`config.mk`:
```
export PLATFORM = sky130hd
export DESIGN_NAME = sym_tick_gen
export DESIGN_NICKNAME = d
export VERILOG_FILES = /design/src/rtl/sym_clk_pkg.sv /design/src/rtl/sym_tick_gen_tick_div.sv /design/src/rtl/sym_tick_gen.sv
export SDC_FILE = /design/constraint.sdc
export NUM_CORES = 1
export LEC_CHECK = 0
export CAP_MARGIN = 20
export CORE_MARGIN = 2
export CORE_UTILIZATION = 35
export CTS_BUF_LIST = sky130_fd_sc_hd__clkbuf_4
export DETAILED_ROUTE_END_ITERATION = 12
export PLACE_DENSITY_LB_ADDON = 0.1
export SLEW_MARGIN = 10
export SYNTH_ARGS = -nofsm -noshare
export SYNTH_HDL_FRONTEND = slang
export SYNTH_SLANG_ARGS = --single-unit
export TNS_END_PERCENT = 100
```
`constraint.sdc`:
```
create_clock -name Clk100M -period 3.9 [get_ports Clk100M]
set_clock_uncertainty 0.2 [all_clocks]
set_input_delay 0.585 -clock Clk100M [delete_from_list [all_inputs] [get_ports Clk100M]]
set_output_delay 0.585 -clock Clk100M [all_outputs]
set_load 0.01 [all_outputs]
```
`src/rtl/sym_clk_pkg.sv`:
```
// -----------------------------------------------------------------------------
// sym_clk_pkg
// Shared constants and helpers for the game tick generator.
//   CNT_W_DEF          default counter / divisor width
//   *_DIV_DEF          default divisors in Clk100M cycles (100 MHz board clock)
//   SYM_STEP_DEF       symbol period reduction per game level
//   sym_div_calc()     saturating level -> symbol divisor mapping
// -----------------------------------------------------------------------------
package sym_clk_pkg;

    localparam int unsigned CNT_W_DEF        = 32;
    localparam int unsigned DISP_DIV_DEF     = 500000;
    localparam int unsigned SEC_DIV_DEF      = 100000000;
    localparam int unsigned SYM_BASE_DIV_DEF = 100000000;
    localparam int unsigned SYM_STEP_DEF     = 5000000;
    localparam int unsigned SYM_MIN_DIV_DEF  = 10000000;

    // Width of the divisor arithmetic. As long as CNT_W + LEVEL_W fits in
    // 64 bits the product can never wrap, so the result equals the
    // CNT_W+LEVEL_W-bit computation.
    localparam int unsigned CALC_W = 64;

    // Symbol period shrinks by step per level but never drops below min_div.
    // The comparison is done before the subtraction so a large level
    // saturates instead of wrapping around to a huge period.
    function automatic logic [CALC_W-1:0] sym_div_calc(
        input logic [CALC_W-1:0] level,
        input logic [CALC_W-1:0] base_div,
        input logic [CALC_W-1:0] step,
        input logic [CALC_W-1:0] min_div
    );
        logic [CALC_W-1:0] product;
        product = level * step;
        if (product > (base_div - min_div)) begin
            return min_div;
        end
        return base_div - product;
    endfunction

endpackage

```
`src/rtl/sym_tick_gen_tick_div.sv`:
```
// -----------------------------------------------------------------------------
// tick_div
// One divider channel: counts 0..div-1 and emits a registered one-cycle tick
// during the cycle after the terminal count.
//   Clk100M  system clock
//   reset    synchronous active-high reset
//   clr      restart the period (counter and tick cleared this edge)
//   en       count enable; when low the counter is held at 0
//   div      period in clock cycles (>= 2)
//   tick     one-cycle strobe, once per div cycles
// -----------------------------------------------------------------------------
module tick_div #(
    parameter int unsigned CNT_W = 32
) (
    input  logic             Clk100M,
    input  logic             reset,
    input  logic             clr,
    input  logic             en,
    input  logic [CNT_W-1:0] div,
    output logic             tick
);

    logic [CNT_W-1:0] cnt_q, cnt_d;
    logic             tick_q, tick_d;

    // Restart beats terminal count, so a clear on the last count of a period
    // swallows that tick. The >= guards against a counter left above a
    // freshly lowered divisor, although the clear-on-load normally prevents it.
    always_comb begin
        cnt_d  = cnt_q;
        tick_d = 1'b0;
        if (clr || !en) begin
            cnt_d = '0;
        end else if (cnt_q >= (div - CNT_W'(1))) begin
            cnt_d  = '0;
            tick_d = 1'b1;
        end else begin
            cnt_d = cnt_q + CNT_W'(1);
        end
    end

    always_ff @(posedge Clk100M) begin
        if (reset) begin
            cnt_q  <= '0;
            tick_q <= 1'b0;
        end else begin
            cnt_q  <= cnt_d;
            tick_q <= tick_d;
        end
    end

    assign tick = tick_q;

endmodule

```
`src/rtl/sym_tick_gen.sv`:
```
// -----------------------------------------------------------------------------
// sym_tick_gen
// Generates the game's timebase strobes from the 100 MHz clock.
//   Clk100M      system clock
//   reset        synchronous active-high reset
//   level        current game level (unsigned)
//   level_load   strobe: reload symbol divisor from level, restart symbol period
//   sec_restart  strobe: restart the 1 Hz timebase
//   sym_en       symbol ticks enabled (game period active)
//   ClkDisp      display refresh tick, one cycle per DISP_DIV
//   Clk1Hz       seconds tick, one cycle per SEC_DIV
//   ClkSymGen    symbol move/generate tick, one cycle per sym_div
//   sym_div      current symbol divisor
// Optional (macro SYM_TICK_SQUARE_EN):
//   ClkDispSq    square wave toggling on every ClkDisp tick
//   Clk1HzSq     square wave toggling on every Clk1Hz tick, cleared by sec_restart
// -----------------------------------------------------------------------------
module sym_tick_gen
    import sym_clk_pkg::*;
#(
    parameter int unsigned DISP_DIV     = DISP_DIV_DEF,
    parameter int unsigned SEC_DIV      = SEC_DIV_DEF,
    parameter int unsigned SYM_BASE_DIV = SYM_BASE_DIV_DEF,
    parameter int unsigned SYM_STEP     = SYM_STEP_DEF,
    parameter int unsigned SYM_MIN_DIV  = SYM_MIN_DIV_DEF,
    parameter int unsigned LEVEL_W      = 4,
    parameter int unsigned CNT_W        = CNT_W_DEF
) (
    input  logic               Clk100M,
    input  logic               reset,
    input  logic [LEVEL_W-1:0] level,
    input  logic               level_load,
    input  logic               sec_restart,
    input  logic               sym_en,
    output logic               ClkDisp,
    output logic               Clk1Hz,
    output logic               ClkSymGen,
    output logic [CNT_W-1:0]   sym_div
`ifdef SYM_TICK_SQUARE_EN
    ,
    output logic               ClkDispSq,
    output logic               Clk1HzSq
`endif
);

    logic [CNT_W-1:0] sym_div_q, sym_div_d;
    logic             disp_tick, sec_tick, sym_tick;

    // New symbol divisor is latched on level_load; the symbol channel is
    // cleared on the same edge so the new period starts cleanly.
    always_comb begin
        sym_div_d = sym_div_q;
        if (level_load) begin
            sym_div_d = CNT_W'(sym_div_calc(CALC_W'(level),
                                            CALC_W'(SYM_BASE_DIV),
                                            CALC_W'(SYM_STEP),
                                            CALC_W'(SYM_MIN_DIV)));
        end
    end

    always_ff @(posedge Clk100M) begin
        if (reset) begin
            sym_div_q <= CNT_W'(SYM_BASE_DIV);
        end else begin
            sym_div_q <= sym_div_d;
        end
    end

    tick_div #(.CNT_W(CNT_W)) u_disp_div (
        .Clk100M (Clk100M),
        .reset   (reset),
        .clr     (1'b0),
        .en      (1'b1),
        .div     (CNT_W'(DISP_DIV)),
        .tick    (disp_tick)
    );

    tick_div #(.CNT_W(CNT_W)) u_sec_div (
        .Clk100M (Clk100M),
        .reset   (reset),
        .clr     (sec_restart),
        .en      (1'b1),
        .div     (CNT_W'(SEC_DIV)),
        .tick    (sec_tick)
    );

    tick_div #(.CNT_W(CNT_W)) u_sym_div (
        .Clk100M (Clk100M),
        .reset   (reset),
        .clr     (level_load),
        .en      (sym_en),
        .div     (sym_div_q),
        .tick    (sym_tick)
    );

    assign ClkDisp   = disp_tick;
    assign Clk1Hz    = sec_tick;
    assign ClkSymGen = sym_tick;
    assign sym_div   = sym_div_q;

`ifdef SYM_TICK_SQUARE_EN
    logic disp_sq_q, disp_sq_d;
    logic sec_sq_q, sec_sq_d;

    // Each square output flips on the cycle its tick is high, giving a
    // 50% duty wave at half the tick rate.
    always_comb begin
        disp_sq_d = disp_sq_q ^ disp_tick;
        sec_sq_d  = sec_restart ? 1'b0 : (sec_sq_q ^ sec_tick);
    end

    always_ff @(posedge Clk100M) begin
        if (reset) begin
            disp_sq_q <= 1'b0;
            sec_sq_q  <= 1'b0;
        end else begin
            disp_sq_q <= disp_sq_d;
            sec_sq_q  <= sec_sq_d;
        end
    end

    assign ClkDispSq = disp_sq_q;
    assign Clk1HzSq  = sec_sq_q;
`else
    // Square-wave outputs are not built; only the tick strobes exist.
`endif

endmodule

```
==> results of run 1 <==
[worst max-delay path by stage]
stage	startpoint	to	depth (start not counted)
2_1_floorplan	level[2]	sym_div[16]	13
3_3_place_gp	level[2]	sym_div[23]	17
3_5_place_dp	level[3]	sym_div[16]	15
4_1_cts	sym_div[14]	u_sym_div.cnt_q[29]	17
5_1_grt	sym_div[14]	u_sym_div.cnt_q[25]	17
6_report	sym_div[14]	u_sym_div.cnt_q[31]	17
[final cells by class]
class                      instances  area [µm²]  area share
antenna                            1        2.50    0.000259
sequential                       121        2420       0.251
timing repair buffer             177        1510       0.156
tap                              270         338      0.0350
clock buffer                      18         135      0.0140
inverter                          21        91.3     0.00947
multi-input combinational        685        5040       0.522
clock inverter                    14         111      0.0115
[stage by stage]
stage | hold slack [ns] | cells | setup WS, ns
2_1_floorplan | 0.213 | 853 | -0.169
3_3_place_gp | 0.229 | 1258 | -0.944
3_5_place_dp | 0.234 | 1258 | -0.933
4_1_cts | 0.250 | 1300 | -0.0124
5_1_grt | 0.308 | 1307 | -0.144
6_report | 0.280 | 1307 | -0.00999
[sequential cells by signal (all words and copies together), names as in the netlist]
| register | flops |
|---|---|
| u_disp_div.tick | 1 |
| u_sym_div.tick | 1 |
| u_sym_div.cnt_q | 32 |
| u_sec_div.tick | 1 |
| u_disp_div.cnt_q | 32 |
| u_sec_div.cnt_q | 32 |
| sym_div | 22 |
[synth_stat cells, drive strengths merged (7+ instances only)]
cell type and instances:
nor2 122, dfxtp 121, nand2 60, xor2 59, ha 56, xnor2 52, nand3 43, a21oi 32
o21ai 29, and3 22, inv 21, nor3 18, nand4 17, buf 14, nor4 14, clkbuf 12
a211oi 11, a21o 11, and2 9, and4 8, nand2b 8, nor2b 8, or3 7
[metal layers]
layer | vias to the layer above | GRT usage | part of all wire
met5 | - | 0 | 0
met4 | 0 | 0.0549 | 0.015
met3 | 15 | 0.0267 | 0.023
met2 | 64 | 0.297 | 0.48
met1 | 2873 | 0.218 | 0.48
li1 | 3320 | - | -
[critical path: stages, from the launching register on]
cell,delay [ns]
dfxtp_2,0.33
or4_4,0.52
or3_4,0.35
or3_4,0.39
nor2b_4,0.13
nand2_2,0.06
xor2_1,0.14
ha_1,0.30
a21o_1,0.17
a21o_1,0.15
a21o_1,0.14
a21o_1,0.16
a21oi_2,0.12
o21a_1,0.14
o211ai_1,0.13
buf_4,0.17
clkbuf_16,0.16
nor2_2,0.10
[timing repair]
item,CTS,global route
resized for setup,34,63
cloned,3,0
hold buffers,0,0
buffers inserted,7,8
pin swaps,36,36
endpoints found under the setup margin,36,53
[kinds of logic after synthesis]
| kind of cell | after synthesis | share of synthesized area |
|---|---|---|
| xor gates and xnor gates | 111 | 0.136 |
| and+or+nand+nor | 351 | 0.244 |
| AOI/OAI and AO/OA | 140 | 0.142 |
| adders and majority gates | 58 | 0.104 |
| muxes | 1 | 0.00140 |
| buffers and inverters | 47 | 0.0323 |
| DFF | 121 | 0.340 |
| other | 1 | 0.000526 |
[where the power goes]
group / internal [W] / switching, W / total (W)
Clock: 0.000273 / 0.000518 / 0.000791
Sequential: 0.00128 / 0.0000431 / 0.00132
Combinational: 0.000483 / 0.000448 / 0.000931
Total: 0.00203 / 0.00101 / 0.00304
[cell usage in the layout, fill, tap and decap left out, drive strengths merged, types with 17 or more instances in the layout]
master         synthesis  routed
ha                    56      56
clkdlybuf4s50          0      33
and3                  22      22
nand3                 43      43
clkbuf                12      20
buf                   14     142
o21ai                 29      29
xor2                  59      59
a21oi                 32      32
conb                   1      24
nand4                 17      17
xnor2                 52      52
inv                   21      28
nand2                 60      60
nor2                 122     122
nor3                  18      18
dfxtp                121     121
==> results by group, run 1 <==
Critical path
  – CP Max Fanout: 8
  – R2R depth: 17
  – Required @ worst endpoint: ~4.2 ns
  – Crit. End Element: register
  – Crit Reg-Reg Startpoint: sym_div[14]
  – WS Path Type: reg -> reg
  – Worst EP arrival: roughly 4.2 ns
  – Reg2reg end: u_sym_div.cnt_q[31]
  – Crit path launch type: register
  – Reg-to-reg slack, setup: -0.01 ns

Detailed routing
  – Iter 0 DRT Violations: 194
  – Vias per inst: about 4.8
  – Drt total wl: roughly 18000 µm
  – DRC errors left: 0
  – First-pass DRT Iterations: 4
  – DRT antenna net count: 0
  – DR vias: roughly 6300
  – Wire per inst: around 14 µm

Final layout
  – Layout cells sized above 1: 0.261
  – Final net count: about 1100
  – Fillers: 1986
  – Post-route core utilization: 0.480
  – Design Area, Final: 9650 µm²
  – P&R area growth vs syn: 35.3%

Power and ir drop
  – Power Total: between 0.003 and 0.004 W
  – Lkg Pwr: 3.77 nW
  – PwrDens: 315 nW/µm²
  – Worst vdd ir: around 0.12 mV

Floorplan
  – Core ar.: just over 20000 µm²
  – Die ar.: around 22000 µm²
  – Chip height: around 150 µm
  – I/O pin total: 44
  – Row count: 52
  – Die W: approximately 150 µm
  – Starting Density: 0.355

GRT
  – Initial antenna violation count: 1
  – Vias in the first global route: just over 6000
  – GR Overflow Total: 0
  – Largest net degree at the start of global routing: 27
  – GRT Total Usage: 0.171
  – First-pass GRT wire length: around 30000 µm

Worst hold path
  – Hold Path Cell Cnt: 1
  – Worst hold start: u_sym_div.cnt_q[0]
  – Hold Path Class: reg -> reg
  – Worst Hold Path EP: u_sym_div.cnt_q[0]

STA
  – Setup TNS: -0.0346 ns
  – Final period util: 1.00
  – Fin. Hold Viols: 0
  – Post-layout minimum cycle time: 3.91 ns
  – Max Fclk: approximately 0.26 GHz
  – Relative slew slack: 0.490
  – PnR worst setup slack: -0.00999 ns
  – Slew Viols, Final: 0
  – Final setup viols: 10
  – Worst Tran Pin Value: between 0.7 and 0.8 ns
  – RSZ-0062 raised after global routing: yes

Run status
  – Outcome: finished, violations left
  – Failing checks: setup timing

Place
  – DP Area: about 9000 µm²
  – DP Wirelength: approximately 14000 µm
  – I/O Buffers: 37
  – Routability cong.: about 0.85

Yosys
  – Yosys Warn Count: 0
  – #FFs+latches synth: ~120
  – Synth area leader: dfxtp_1
  – Avg Inst Size Synth: around 8.6 µm²
  – Post-synth EDFFs: 0
  – Syn Std Cell Area: slightly above 7000 µm²
  – Area share of the largest cell type after synthesis: 0.340
  – Unique masters post-synth: 72
  – Sequential element share of the synthesized area: 0.340
  – Main area contributors after synthesis: dfxtp_1, ha_1, xor2_1
  – Top_reg_cell synth: dfxtp_1
  – Synth Instances: between 800 and 900
  – Asr flop ratio synth: 0

Clock network
  – CTS tree: yes
  – CTS H-tree depth: 4
  – Clock buffer depth: 2
  – Clock sink count: 121
  – Root buf cell: clkbuf_4
  – Worst-Skew Late Latency: 0.53 ns
  – Total CTS buffers: 17
  – Reg clk slew, reported paths: about 0.12 ns

Job
  – Max-cap violations: 0
(Power assumes the default switching activity.)
==> inputs of run 2 (changes only) <==
--- a/config.mk
+++ b/config.mk
@@ -10,6 +10,7 @@
 export CORE_UTILIZATION = 35
 export CTS_BUF_LIST = sky130_fd_sc_hd__clkbuf_4
 export DETAILED_ROUTE_END_ITERATION = 12
+export GPL_ROUTABILITY_DRIVEN = 0
 export PLACE_DENSITY_LB_ADDON = 0.1
 export SLEW_MARGIN = 10
 export SYNTH_ARGS = -nofsm -noshare
==> results of run 2 <==
Same layout as run 1: the final DEF is identical, and so are final timing and power.
==> inputs of run 3 (changes only) <==
--- a/config.mk
+++ b/config.mk
@@ -11,8 +11,9 @@
 export CTS_BUF_LIST = sky130_fd_sc_hd__clkbuf_4
 export DETAILED_ROUTE_END_ITERATION = 12
 export GPL_ROUTABILITY_DRIVEN = 0
-export PLACE_DENSITY_LB_ADDON = 0.1
-export SLEW_MARGIN = 10
+export PLACE_DENSITY = 0.66
+export RECOVER_POWER = 100
+export SLEW_MARGIN = 15
 export SYNTH_ARGS = -nofsm -noshare
 export SYNTH_HDL_FRONTEND = slang
 export SYNTH_SLANG_ARGS = --single-unit
==> results by group, run 3 (synthesized netlist as in run 1, its figures left out) <==
Run status
  – Outcome: finished, violations left
  – Failing checks: setup timing

Clock network
  – CTS tree: yes
  – Total CTS buffers: 17
  – Root buf cell: clkbuf_4
  – Worst-Skew Late Latency: 0.52 ns
  – # hold bufs at CTS: 0
  – Clock buffer depth: 2
  – CTS H-tree depth: 4
  – Reg clk slew, reported paths: about 0.13 ns
  – Clock sink count: ~120

Power and ir drop
  – Worst vdd ir: 0.139 mV
  – Power Total: between 0.003 and 0.004 W
  – PwrDens: 340 nW/µm²
  – Lkg Pwr: 3.72 nW

Critical path
  – Crit Reg-Reg Startpoint: sym_div[13]
  – Crit-path most repeated cell: a21o_1
  – R2R depth: 16
  – WS Path Type: reg -> reg
  – Required @ worst endpoint: 4.16 ns
  – Crit path max-delay cell type: or4_4
  – CP top delay family: simple AND/OR/NAND/NOR gates
  – Worst EP arrival: around 4.2 ns
  – Worst path bufs/invs: 1
  – Reg2reg end: u_sym_div.cnt_q[2]
  – Slowest stage delay, CP: 0.53 ns
  – CP Max Fanout: 32
  – Worst-path cell chain: or4_4 > or3_4 > or3_4 > nor2b_4 > nand2_1 > xor2_1 > ha_1 > a21o_1 > a21o_1 > a21o_1 > a21o_1 > a21oi_2 > o21a_1 > o211ai_1 > buf_12 > nor2_1
  – Crit path launch type: register
  – Crit. End Element: register
  – Reg-to-reg slack, setup: -0.04 ns

Place
  – DP Wirelength: ~13000 µm
  – Place WS: -0.998 ns
  – I/O Buffers: 37

GRT
  – First-pass GRT wire length: 27700 µm
  – Initial antenna violation count: 1
  – Vias in the first global route: 5988
  – Largest net degree at the start of global routing: 33
  – GR Overflow Total: 0
  – GRT Total Usage: 0.154

STA
  – PnR worst setup slack: -0.0378 ns
  – Final setup viols: 17
  – Worst Tran Pin Value: 0.902 ns
  – Final period util: 1.01
  – Relative slew slack: 0.399
  – Post-layout minimum cycle time: just under 4 ns
  – Setup TNS: -0.188 ns
  – RSZ-0062 raised after global routing: yes
  – Slew Viols, Final: 0
  – Fin. Hold Viols: 0
  – Max Fclk: around 0.25 GHz

Job
  – Max-cap violations: 0

Final layout
  – Layout cells sized above 1: 0.221
  – Fillers: around 1900
  – Top flop regs: u_disp_div.cnt_q (32), u_sec_div.cnt_q (32), u_sym_div.cnt_q (32)
  – Most frequent cells in the layout: nor2_1, buf_4, dfxtp_1
  – Final net count: about 1100
  – Post-route core utilization: 0.469
  – Most common cell after layout, fill and taps aside: nor2_1
  – P&R area growth vs syn: 32.1%

Floorplan
  – I/O pin total: 44
  – Chip height: 147 µm
  – Die ar.: 21500 µm²
  – Die W: approximately 150 µm
  – Row count: 52
  – Core ar.: just over 20000 µm²
  – Starting Density: 0.355

Detailed routing
  – Drt total wl: around 16000 µm
  – Iter 0 DRT Violations: 250
  – DRC errors left: 0
  – DRT antenna net count: 0
  – First-pass DRT Iterations: 5
  – DR vias: around 6300
  – Wire per inst: roughly 13 µm
  – Vias per inst: 4.89

Worst hold path
  – Worst hold start: u_sym_div.cnt_q[0]
  – Hold Path Cell Cnt: 1
  – Worst Hold Path EP: u_sym_div.cnt_q[0]
  – Hold Path Class: reg -> reg
-- run 3: cell types whose count changed in the layout (fill, tap and decap cells not counted), moves of 3 or more --
cell / delta
buf_2: +3
buf_4: -12
buf_6: -3
bufinv_16: +3
clkdlybuf4s50_1: -20
dlygate4sd3_1: +20
nand2_1: +3
nand2_2: -3
nor2_1: +24
nor2_2: -15
nor2_4: -9
-- run 3: worst max path at each step --
| stage | start | end | slack [ns] | cells after the start |
|---|---|---|---|---|
| 4_1_cts | sym_div[13] | u_sym_div.cnt_q[2] | -0.06 | 16 |
| 2_1_floorplan | level[2] | sym_div[16] | -0.17 | 13 |
| 3_3_place_gp | level[2] | sym_div[23] | -0.96 | 17 |
| 5_1_grt | sym_div[13] | u_sym_div.cnt_q[14] | -0.15 | 16 |
| 6_report | sym_div[13] | u_sym_div.cnt_q[2] | -0.04 | 16 |
| 3_5_place_dp | level[2] | sym_div[23] | -1.0 | 17 |
-- run 3: through the flow --
step           instances  area (µm²)  hold slack, ns
3_5_place_dp        1254        8940           0.233
4_1_cts             1290        9350           0.258
2_1_floorplan        853        7460           0.213
5_1_grt             1293        9420           0.295
3_3_place_gp        1254        8940           0.223
6_report            1293        9420           0.261
-- run 3: final cells by class --
cell class              instances  area, µm²  area share
diodes                          1       2.50    0.000266
clock buffers                  18        135      0.0143
repair buffers                163       1330       0.141
inverters                      21       91.3     0.00969
well taps                     270        338      0.0359
clock inverters                14        186      0.0198
flip-flops and latches        121       2420       0.257
multi-input cells             685       4910       0.522
-- run 3: worst reg2reg max path, cell delays in order, from the launching register on --
cell and delay (ns):
dfxtp_2 0.34, or4_4 0.53, or3_4 0.34, or3_4 0.39, nor2b_4 0.12, nand2_1 0.06
xor2_1 0.15, ha_1 0.31, a21o_1 0.19, a21o_1 0.16, a21o_1 0.16, a21o_1 0.18
a21oi_2 0.12, o21a_1 0.14, o211ai_1 0.13, buf_12 0.20, nor2_1 0.14
-- run 3: report_power, final --
group | switching (W) | internal, W | leakage, nW | total (W)
sequential | 0.0000417 | 0.00128 | 0.987 | 0.00132
clock | 0.000524 | 0.000470 | 0.172 | 0.000994
combinational | 0.000435 | 0.000460 | 2.56 | 0.000896
total | 0.00100 | 0.00221 | 3.72 | 0.00321
-- run 3: layer usage --
layer  part of all wire  track usage
met5                  0            0
met4              0.017       0.0515
met3              0.031       0.0267
met2               0.47        0.262
met1               0.48        0.198
-- run 3: timing repair --
| item | 4_1_cts | 5_1_grt |
|---|---|---|
| pin swaps | 16 | 6 |
| endpoints found under the setup margin | 52 | 53 |
| gates resized for setup | 26 | 13 |
| setup buffers | 4 | 2 |
